==> config.mk <==
export PLATFORM = sky130hd
export DESIGN_NAME = fpu_ss_commit_buffer
export DESIGN_NICKNAME = d
export VERILOG_FILES = /design/src/rtl/fpu_ss_commit_buffer.sv
export SDC_FILE = /design/constraint.sdc
export NUM_CORES = 1
export LEC_CHECK = 0
export ABC_AREA = 1
export BUFFER_PORTS_ARGS = -buffer_cell sky130_fd_sc_hd__buf_4
export CAP_MARGIN = 20
export CORE_ASPECT_RATIO = 2
export CORE_MARGIN = 1.5
export CORE_UTILIZATION = 62
export DETAILED_ROUTE_END_ITERATION = 7
export PLACE_DENSITY = 0.93
export SLEW_MARGIN = 20
export SYNTH_ARGS = -nofsm -noshare
export SYNTH_HDL_FRONTEND = slang
export SYNTH_SLANG_ARGS = --single-unit
==> constraint.sdc <==
create_clock -name clk_i -period 6.45 [get_ports clk_i]
set_clock_uncertainty 0.1 [all_clocks]
set_input_delay 0.645 -clock clk_i [delete_from_list [all_inputs] [get_ports clk_i]]
set_output_delay 0.645 -clock clk_i [all_outputs]
set_load 0.01 [all_outputs]
==> src/rtl/fpu_ss_commit_buffer.sv <==
// fpu_ss_commit_buffer
// In-order buffer between the CV-X-IF issue interface and the FPU_SS execute stage.
// It holds accepted offloaded instructions until the core commits or kills them.
// Committed entries leave in program order. A killed entry is dropped when it reaches
// the head, and a one-cycle kill pulse reports its id so the scoreboard can free it.
//
// Ports
//   clk_i, rst_i                  clock, synchronous active-high reset
//   in_valid_i / in_ready_o       issue-side handshake
//   in_id_i, in_instr_i, in_mode_i, in_rs_i   entry fields (rs[0] in the LSBs)
//   commit_valid_i, commit_id_i, commit_kill_i   commit or kill strobe for one id
//   out_valid_o / out_ready_i     execute-side handshake for the committed head
//   out_id_o, out_instr_o, out_mode_o, out_rs_o  head entry fields
//   kill_valid_o, kill_id_o       pulse raised when a killed head is discarded
//   count_o                       number of occupied entries
//
// Configuration macro FPU_SS_COMMIT_BYPASS_EN: when the buffer is empty and the entry
// being pushed is committed (not killed) in the same cycle, that entry goes straight to
// out_*. If out_ready_i is also high, the entry is never stored.

module fpu_ss_commit_buffer #(
   parameter int unsigned DEPTH      = 4,
   parameter int unsigned ID_WIDTH   = 4,
   parameter int unsigned NUM_RS     = 3,
   parameter int unsigned RFR_WIDTH  = 32,
   parameter int unsigned MODE_WIDTH = 2
) (
   input  logic                          clk_i,
   input  logic                          rst_i,
   input  logic                          in_valid_i,
   output logic                          in_ready_o,
   input  logic [ID_WIDTH-1:0]           in_id_i,
   input  logic [31:0]                   in_instr_i,
   input  logic [MODE_WIDTH-1:0]         in_mode_i,
   input  logic [NUM_RS*RFR_WIDTH-1:0]   in_rs_i,
   input  logic                          commit_valid_i,
   input  logic [ID_WIDTH-1:0]           commit_id_i,
   input  logic                          commit_kill_i,
   output logic                          out_valid_o,
   input  logic                          out_ready_i,
   output logic [ID_WIDTH-1:0]           out_id_o,
   output logic [31:0]                   out_instr_o,
   output logic [MODE_WIDTH-1:0]         out_mode_o,
   output logic [NUM_RS*RFR_WIDTH-1:0]   out_rs_o,
   output logic                          kill_valid_o,
   output logic [ID_WIDTH-1:0]           kill_id_o,
   output logic [$clog2(DEPTH):0]        count_o
);

   localparam int unsigned PTR_W = $clog2(DEPTH);
   localparam int unsigned CNT_W = PTR_W + 1;
   localparam int unsigned RS_W  = NUM_RS * RFR_WIDTH;

   typedef logic [PTR_W-1:0] ptr_t;
   typedef logic [CNT_W-1:0] cnt_t;

   logic [ID_WIDTH-1:0]   id_q    [DEPTH];
   logic [ID_WIDTH-1:0]   id_d    [DEPTH];
   logic [31:0]           instr_q [DEPTH];
   logic [31:0]           instr_d [DEPTH];
   logic [MODE_WIDTH-1:0] mode_q  [DEPTH];
   logic [MODE_WIDTH-1:0] mode_d  [DEPTH];
   logic [RS_W-1:0]       rs_q    [DEPTH];
   logic [RS_W-1:0]       rs_d    [DEPTH];
   logic [DEPTH-1:0]      valid_q, valid_d;
   logic [DEPTH-1:0]      cmt_q, cmt_d;
   logic [DEPTH-1:0]      kill_q, kill_d;

   ptr_t                  wr_ptr_q, wr_ptr_d;
   ptr_t                  rd_ptr_q, rd_ptr_d;
   cnt_t                  count_q, count_d;
   logic                  kill_valid_q, kill_valid_d;
   logic [ID_WIDTH-1:0]   kill_id_q, kill_id_d;

   logic head_out, head_disc, push, in_match, bypass, pop, store, remove;

   // Pop and discard decisions use registered flags only, so a commit always costs
   // one cycle before the entry can leave.
   assign head_out   = valid_q[rd_ptr_q] && cmt_q[rd_ptr_q] && !kill_q[rd_ptr_q];
   assign head_disc  = valid_q[rd_ptr_q] && cmt_q[rd_ptr_q] &&  kill_q[rd_ptr_q];
   // No same-cycle pop bypass: readiness depends on occupancy only.
   assign in_ready_o = !rst_i && (count_q < cnt_t'(DEPTH));
   assign push       = in_valid_i && in_ready_o;
   assign in_match   = commit_valid_i && (commit_id_i == in_id_i);

`ifdef FPU_SS_COMMIT_BYPASS_EN
   assign bypass = (count_q == '0) && push && in_match && !commit_kill_i;
`else
   assign bypass = 1'b0;
`endif

   assign pop    = head_out && out_ready_i;
   assign store  = push && !(bypass && out_ready_i);
   assign remove = pop || head_disc;

   always_comb begin
      out_valid_o = head_out || bypass;
      out_id_o    = bypass ? in_id_i    : id_q[rd_ptr_q];
      out_instr_o = bypass ? in_instr_i : instr_q[rd_ptr_q];
      out_mode_o  = bypass ? in_mode_i  : mode_q[rd_ptr_q];
      out_rs_o    = bypass ? in_rs_i    : rs_q[rd_ptr_q];
   end

   always_comb begin
      id_d         = id_q;
      instr_d      = instr_q;
      mode_d       = mode_q;
      rs_d         = rs_q;
      valid_d      = valid_q;
      cmt_d        = cmt_q;
      kill_d       = kill_q;
      wr_ptr_d     = wr_ptr_q;
      rd_ptr_d     = rd_ptr_q;
      kill_valid_d = head_disc;
      kill_id_d    = head_disc ? id_q[rd_ptr_q] : kill_id_q;

      for (int i = 0; i < DEPTH; i++) begin
         if (commit_valid_i && valid_q[ptr_t'(i)] && (id_q[ptr_t'(i)] == commit_id_i)) begin
            cmt_d[ptr_t'(i)] = 1'b1;
            if (commit_kill_i) kill_d[ptr_t'(i)] = 1'b1;
         end
      end

      if (remove) begin
         valid_d[rd_ptr_q] = 1'b0;
         rd_ptr_d          = rd_ptr_q + ptr_t'(1);
      end

      // A write never lands on the slot being removed: when full no push is accepted,
      // and when empty there is nothing to remove.
      if (store) begin
         valid_d[wr_ptr_q] = 1'b1;
         id_d[wr_ptr_q]    = in_id_i;
         instr_d[wr_ptr_q] = in_instr_i;
         mode_d[wr_ptr_q]  = in_mode_i;
         rs_d[wr_ptr_q]    = in_rs_i;
         cmt_d[wr_ptr_q]   = in_match;
         kill_d[wr_ptr_q]  = in_match && commit_kill_i;
         wr_ptr_d          = wr_ptr_q + ptr_t'(1);
      end

      count_d = count_q + cnt_t'(store) - cnt_t'(remove);
   end

   always_ff @(posedge clk_i) begin
      if (rst_i) begin
         valid_q      <= '0;
         cmt_q        <= '0;
         kill_q       <= '0;
         wr_ptr_q     <= '0;
         rd_ptr_q     <= '0;
         count_q      <= '0;
         kill_valid_q <= 1'b0;
         kill_id_q    <= '0;
      end else begin
         valid_q      <= valid_d;
         cmt_q        <= cmt_d;
         kill_q       <= kill_d;
         wr_ptr_q     <= wr_ptr_d;
         rd_ptr_q     <= rd_ptr_d;
         count_q      <= count_d;
         kill_valid_q <= kill_valid_d;
         kill_id_q    <= kill_id_d;
      end
   end

   // Payload needs no reset; it is qualified by valid_q.
   always_ff @(posedge clk_i) begin
      id_q    <= id_d;
      instr_q <= instr_d;
      mode_q  <= mode_d;
      rs_q    <= rs_d;
   end

   assign kill_valid_o = kill_valid_q;
   assign kill_id_o    = kill_id_q;
   assign count_o      = count_q;

`ifndef SYNTHESIS
   // Ids must be unique among resident entries; the head leaving this cycle may be reused.
   always_ff @(posedge clk_i) begin
      if (!rst_i && store) begin
         for (int i = 0; i < DEPTH; i++) begin
            assert (!(valid_q[ptr_t'(i)] && (id_q[ptr_t'(i)] == in_id_i) &&
                      !(remove && (ptr_t'(i) == rd_ptr_q))))
               else $error("duplicate id pushed into commit buffer");
         end
      end
   end
`endif

endmodule

==> results of run 1 <==
==> kinds of logic after synthesis <==
family,count (synthesis)
flops,560
simple gates,410
fa+ha+maj,11
buf+inv,145
compound gates,428
xor+xnor,1
==> routing by layer <==
layer,global-route usage,up-vias,part of all wire
met5,0,-,0.00032
met4,0.200,2,0.066
met3,0.0500,177,0.070
met2,0.498,854,0.53
met1,0.318,7010,0.33
li1,-,6230,-
==> layout make-up <==
cell class | instances | area, sq um
well taps | 441 | 552
diodes | 10 | 25.0
repair buffers | 297 | 2230
fillers | 1978 | 8860
clock inverters | 24 | 236
flip-flops and latches | 560 | 16600
inverters | 52 | 228
clock buffers | 60 | 1250
multi-input cells | 850 | 4140
==> metrics by stage <==
stage | std cells | cell area (sq um) | worst slack [ns] | hold WS, ns
after floorplan | 1555 | 21400 | 2.04 | 0.353
after global placement | 2200 | 23700 | 3.17 | 0.408
after detailed placement | 2200 | 23700 | 3.02 | 0.400
after CTS | 2284 | 25200 | 2.43 | 0.162
after global routing | 2294 | 25300 | 2.31 | 0.167
final | 2294 | 25300 | 2.40 | 0.185
==> sequential cells by signal, summed over array words and instances, names as in the netlist, 3 cells and up <==
register,count
mode_q,8
kill_q,4
id_q,16
valid_q,4
count_o,3
rs_q,384
cmt_q,4
kill_id_o,4
instr_q,128
==> synthesized netlist by cell type (all sizes together) <==
master | count | area share
inv | 52 | 0.0095
nor3b | 1 | 0.00088
nor3 | 2 | 0.00047
nand3b | 4 | 0.0014
nand2 | 75 | 0.014
ha | 10 | 0.0058
dfxtp | 24 | 0.022
nor2 | 302 | 0.054
o21ai | 275 | 0.064
edfxtp | 536 | 0.75
xor2 | 1 | 0.00041
clkbuf | 42 | 0.0076
o22ai | 132 | 0.039
fa | 1 | 0.00094
a21oi | 21 | 0.0056
buf | 51 | 0.015
nand3 | 26 | 0.0072
==> worst min-delay path by stage <==
stage	to	slack [ns]	cells after the start
2_1_floorplan	valid_q[0]	0.35	2
3_3_place_gp	wr_ptr_q[1]	0.41	2
3_5_place_dp	valid_q[2]	0.40	2
4_1_cts	instr_q[1]	0.16	1
5_1_grt	rs_q[130]	0.17	1
6_report	rs_q[357]	0.18	1
==> worst max-delay path, stage by stage, from the launching register on <==
cell and delay [ns]:
dfxtp_4 0.50, inv_4 0.60, buf_4 0.73, o21ai_0 0.31, o22ai_1 0.23, buf_4 0.16
==> power by group <==
part           switching, uW  total, uW  internal [uW]
Sequential              42.2       4160           4120
Combinational            437        713            276
Clock                   1230       2770           1540
==> flow_metrics.py, run 1 <==
metrics = {
    "layout": {
        "num-nets-final": 1961,
        "final_common_cell": "edfxtp_1",
        "final_util": 0.740,
        "drive_above_1_share": 0.214,
        "final_cell_mix": "edfxtp_1, nor2_1, buf_4",
        "area_delta_synth_final_pct": 18.0,
    },
    "drt": {
        "vias_per_cell": 6.22,
        "wl_microns": 52700,
        "vias": 14300,
        "dr.pass1.iters": 5,
        "drtIter0Drc": 1525,
        "wl_per_cell_microns": 23.0,
        "drc": 0,
        "ant_nets": 0,
    },
    "sta": {
        "fmax_ghz": 0.247,
        "post-route-period-util": 0.628,
        "slew_headroom": 0.300,
        "rsz0062_at_grt": "no",
        "tns_ns": 0,
        "drv_slew": 0,
        "hold_violations": 0,
        "finalSetupViolations": 0,
        "tightest_slew_ns": 1.05,
        "fin_crit_ns": 4.05,
    },
    "worst_setup_path": {
        "reg2reg_to": "count_o[2]",
        "required_ns": 5.70,
        "critPathMaxFanout": 72,
        "cp-startpoint": "rd_ptr_q[1]",
        "crit_type": "reg2out",
        "endpoint": "out_rs_o[23]",
        "cp.arrival_ns": 3.30,
        "end_kind": "output pin",
        "r2r_cells": 14,
        "regToRegSetupSlack_ns": 3.20,
        "start_kind": "flip-flop",
        "rr_startpoint": "rd_ptr_q[1]",
    },
    "die": {
        "core_sq_um": 34100,
        "start_util": 0.627,
        "die-height_microns": 266,
        "io_pins": 288,
        "die-area_sq_um": 35700,
        "fp-row-count": 96,
        "die_width_microns": 134,
    },
    "clock_network": {
        "ctsResizeCount": 0,
        "clk_path_buf_depth": 3,
        "cts_tree": "yes",
        "htree_levels": 2,
        "clk_latency_ns": 0.56,
        "numCtsBuffers": 45,
        "clk_pin_slew_ns": 0.06,
        "cts_hold_buffers": 0,
        "cts_root_buffer": "clkbuf_16",
        "clock-sinks": 560,
        "post-cts-setup-buffers": 0,
    },
    "synthesis": {
        "synth-simple-area-share": 0.0779,
        "muxShareOfSynthArea": 0,
        "synth.cell_area_sq_um": 21400,
        "synth.distinct_cells": 30,
        "yosysSeqAreaShare": 0.775,
        "syn_avg_cell_area_sq_um": 13.8,
        "synth_top_family_by_area": "compound AO/OA/AOI/OAI gates",
        "yosysWarnings": 0,
        "synthAdderAreaFrac": 0.00678,
        "syn_nets": 1710,
        "synth-compound-area-share": 0.109,
        "syn_inst": 1555,
        "synthXorXnorAreaFrac": 0.000409,
        "synth-seq-cells": 560,
    },
    "global_routing": {
        "grt_util_all_layers": 0.287,
        "overflow": 0,
        "grt_pass1_vias": 14200,
        "grt_pass1_wl_microns": 77300,
        "grt_start_max_net_pins": 154,
        "antenna_found_initial": 11,
    },
    "worst_hold_path": {
        "min_path_type": "in2reg",
        "holdCritStartpoint": "in_rs_i[69]",
    },
    "job": {
        "maxCapViolCount": 0,
    },
    "pwr": {
        "cellLeakagePower_uw": 0.00909,
        "total_power_uw": 7640,
        "powerDensity_nw_per_um2": 303,
        "ir_worst_vdd_mv": 0.266,
    },
    "placed_design": {
        "io_buffers": 287,
        "place.gp.congestion": 0.887,
        "post-dp-hpwl_microns": 30100,
    },
    "run_status": {
        "status": "finished, final reports clean",
    },
}
(Power assumes the default switching activity.)
==> run 2: changes to the inputs <==
--- a/config.mk
+++ b/config.mk
@@ -10,9 +10,9 @@
 export CAP_MARGIN = 20
 export CORE_ASPECT_RATIO = 2
 export CORE_MARGIN = 1.5
-export CORE_UTILIZATION = 62
+export CORE_UTILIZATION = 52
 export DETAILED_ROUTE_END_ITERATION = 7
-export PLACE_DENSITY = 0.93
+export PLACE_DENSITY = 0.84
 export SLEW_MARGIN = 20
 export SYNTH_ARGS = -nofsm -noshare
 export SYNTH_HDL_FRONTEND = slang
==> constraint.sdc (replaced) <==
create_clock -name clk_i -period 3.7 [get_ports clk_i]
set_clock_uncertainty 0.1 [all_clocks]
set_input_delay 0.37 -clock clk_i [delete_from_list [all_inputs] [get_ports clk_i]]
set_output_delay 0.37 -clock clk_i [all_outputs]
set_load 0.01 [all_outputs]
==> run 2 against run 1 <==
Effect of this change: design area rose by 6.0%; first-iteration DRC count fell by 30%; clock power rose by 65%; worst hold slack got worse by 0.075 ns; critical path depth did not move; register-to-register slack got worse by 2.2 ns; highest routed layer unchanged; critical endpoint is now out_rs_o[33]; sequential power rose by 74%; wire length rose by 1.6%.
==> flow_metrics.py, run 2 (synthesis gave the netlist of run 1 again) <==
metrics = {
    "run_status": {
        "status": "finished, final reports clean",
    },
    "sta": {
        "fmax_ghz": 0.295,
        "hold_ws_ns": 0.110,
        "slew_headroom": 0.405,
        "tns_ns": 0,
        "post-route-period-util": 0.917,
        "hold_violations": 0,
        "rsz0062_at_grt": "no",
        "fin_crit_ns": 3.39,
        "tightest_slew_ns": 0.892,
        "finalSetupViolations": 0,
        "drv_slew": 0,
    },
    "pwr": {
        "sw_frac_of_total": 0.226,
        "seqPwrFrac": 0.548,
        "p_int_uw": 10200,
        "cellLeakagePower_uw": 0.00962,
        "powerDensity_nw_per_um2": 493,
        "power_frac_comb": 0.105,
        "ir_worst_vdd_mv": 0.480,
        "p_clk_frac": 0.347,
        "p_switching_uw": 2990,
    },
    "clock_network": {
        "ctsResizeCount": 0,
        "clk_latency_ns": 0.55,
        "numCtsBuffers": 44,
        "clk_pin_slew_ns": 0.07,
        "cts_hold_buffers": 135,
        "clock-sinks": 560,
        "post-cts-setup-buffers": 0,
        "clk_path_buf_depth": 3,
        "cts_tree": "yes",
        "htree_levels": 2,
        "cts_root_buffer": "clkbuf_16",
    },
    "die": {
        "io_pins": 288,
        "core_sq_um": 40900,
        "fp-row-count": 105,
        "die-height_microns": 290,
        "die-area_sq_um": 42500,
        "die_width_microns": 146,
        "start_util": 0.524,
    },
    "global_routing": {
        "grt_pass1_wl_microns": 80800,
        "grt_util_all_layers": 0.247,
        "grt_pass1_vias": 14800,
        "grt_start_max_net_pins": 267,
        "overflow": 0,
        "antenna_found_initial": 12,
    },
    "worst_setup_path": {
        "crit_type": "reg2out",
        "critPathMaxStageDelay_ns": 0.44,
        "required_ns": 3.23,
        "end_kind": "output pin",
        "path_buf_inv": 3,
        "crit_chain": "buf_12 > buf_16 > o21ai_0 > o22ai_1 > buf_4",
        "critPathTopFamily": "buffers and inverters",
        "cp.arrival_ns": 2.92,
        "start_kind": "flip-flop",
        "crit_path_top_delay_cell": "buf_16",
        "regToRegSetupSlack_ns": 1.03,
        "critPathMaxFanout": 152,
    },
    "layout": {
        "area_delta_synth_final_pct": 25.1,
        "num-nets-final": 2102,
        "top_register": "rs_q",
        "drive_above_1_share": 0.198,
        "final_cell_mix": "edfxtp_1, nor2_1, buf_4",
        "final_common_cell": "edfxtp_1",
        "largest_reg_flops": 384,
        "top_regs": "rs_q: 384 flops, instr_q: 128 flops, id_q: 16 flops",
    },
    "placed_design": {
        "post-dp-hpwl_microns": 29300,
        "io_buffers": 287,
        "place.gp.congestion": 0.855,
    },
    "drt": {
        "ant_nets": 0,
        "drc": 0,
        "wl_microns": 53600,
        "dr.pass1.iters": 5,
        "wl_per_cell_microns": 21.3,
        "drtIter0Drc": 1065,
        "vias": 14400,
        "vias_per_cell": 5.72,
    },
    "job": {
        "maxCapViolCount": 0,
    },
    "worst_hold_path": {
        "min_path_type": "in2reg",
    },
}
-- run 2: changes by cell type in the layout (fill, tap and decap cells not counted), moves of 3 or more --
cell / change
dlygate4sd3_1: +135
buf_4: -3
inv_6: -5
clkinv_1: +4
clkbuf_8: -3
clkinv_2: -5
diode_2: -4
clkinvlp_4: +6
buf_12: +10
-- run 2: power groups by stage --
| stage | sequential [uW] | clock (uW) | combinational (uW) |
|---|---|---|---|
| finish | 7230 | 4580 | 1390 |
| detailed placement | 7370 | 0 | 1240 |
| CTS | 7230 | 4620 | 1370 |
| global route | 7240 | 4850 | 1490 |
| global placement | 7360 | 0 | 1200 |
| floorplan | 7370 | 0 | 572 |
-- run 2: layer usage --
| metal | vias to the layer above | global-route usage | wire length (microns) |
|---|---|---|---|
| li1 | 6498 | - | - |
| met1 | 7056 | 0.264 | 18200 |
| met2 | 674 | 0.451 | 28800 |
| met3 | 188 | 0.0410 | 3290 |
| met4 | 12 | 0.152 | 3310 |
| met5 | - | 0 | 72 |
-- run 2: path summary, 6_finish.rpt --
kind                      start            to  cells past startpoint
setup reg to reg    rd_ptr_q[0]    count_o[2]                     15
hold reg to reg      valid_q[2]    valid_q[2]                      2
hold / removal    commit_kill_i     kill_q[3]                      5
setup / recovery    rd_ptr_q[0]  out_rs_o[33]                      5
-- run 2: tightest hold or removal path, cell delays in order --
cell and delay, ns:
buf_4 0.15, nand3_1 0.08, nand2_1 0.05, nand2_1 0.05
nor2_1 0.03
-- run 2: area by class of cell --
cell class | instances | area (sq um)
clock inverter | 23 | 200
multi-input combinational | 850 | 4140
timing repair buffer | 439 | 3780
fill | 2704 | 14100
antenna | 6 | 15.0
clock buffer | 57 | 1170
sequential | 560 | 16600
inverter | 52 | 223
tap | 535 | 669
-- run 2: stage by stage --
| step | worst slack (ns) | power [uW] | area, sq um | util | std cells |
|---|---|---|---|---|---|
| detailed placement | 1.00 | 8610 | 24000 | 0.588 | 2300 |
| CTS | 0.594 | 13200 | 26700 | 0.654 | 2515 |
| finish | 0.307 | 13200 | 26800 | 0.656 | 2522 |
| floorplan | 0.401 | 7940 | 21400 | - | 1555 |
| global route | 0.188 | 13600 | 26800 | 0.656 | 2522 |
| global placement | 1.02 | 8560 | 24000 | 0.588 | 2300 |
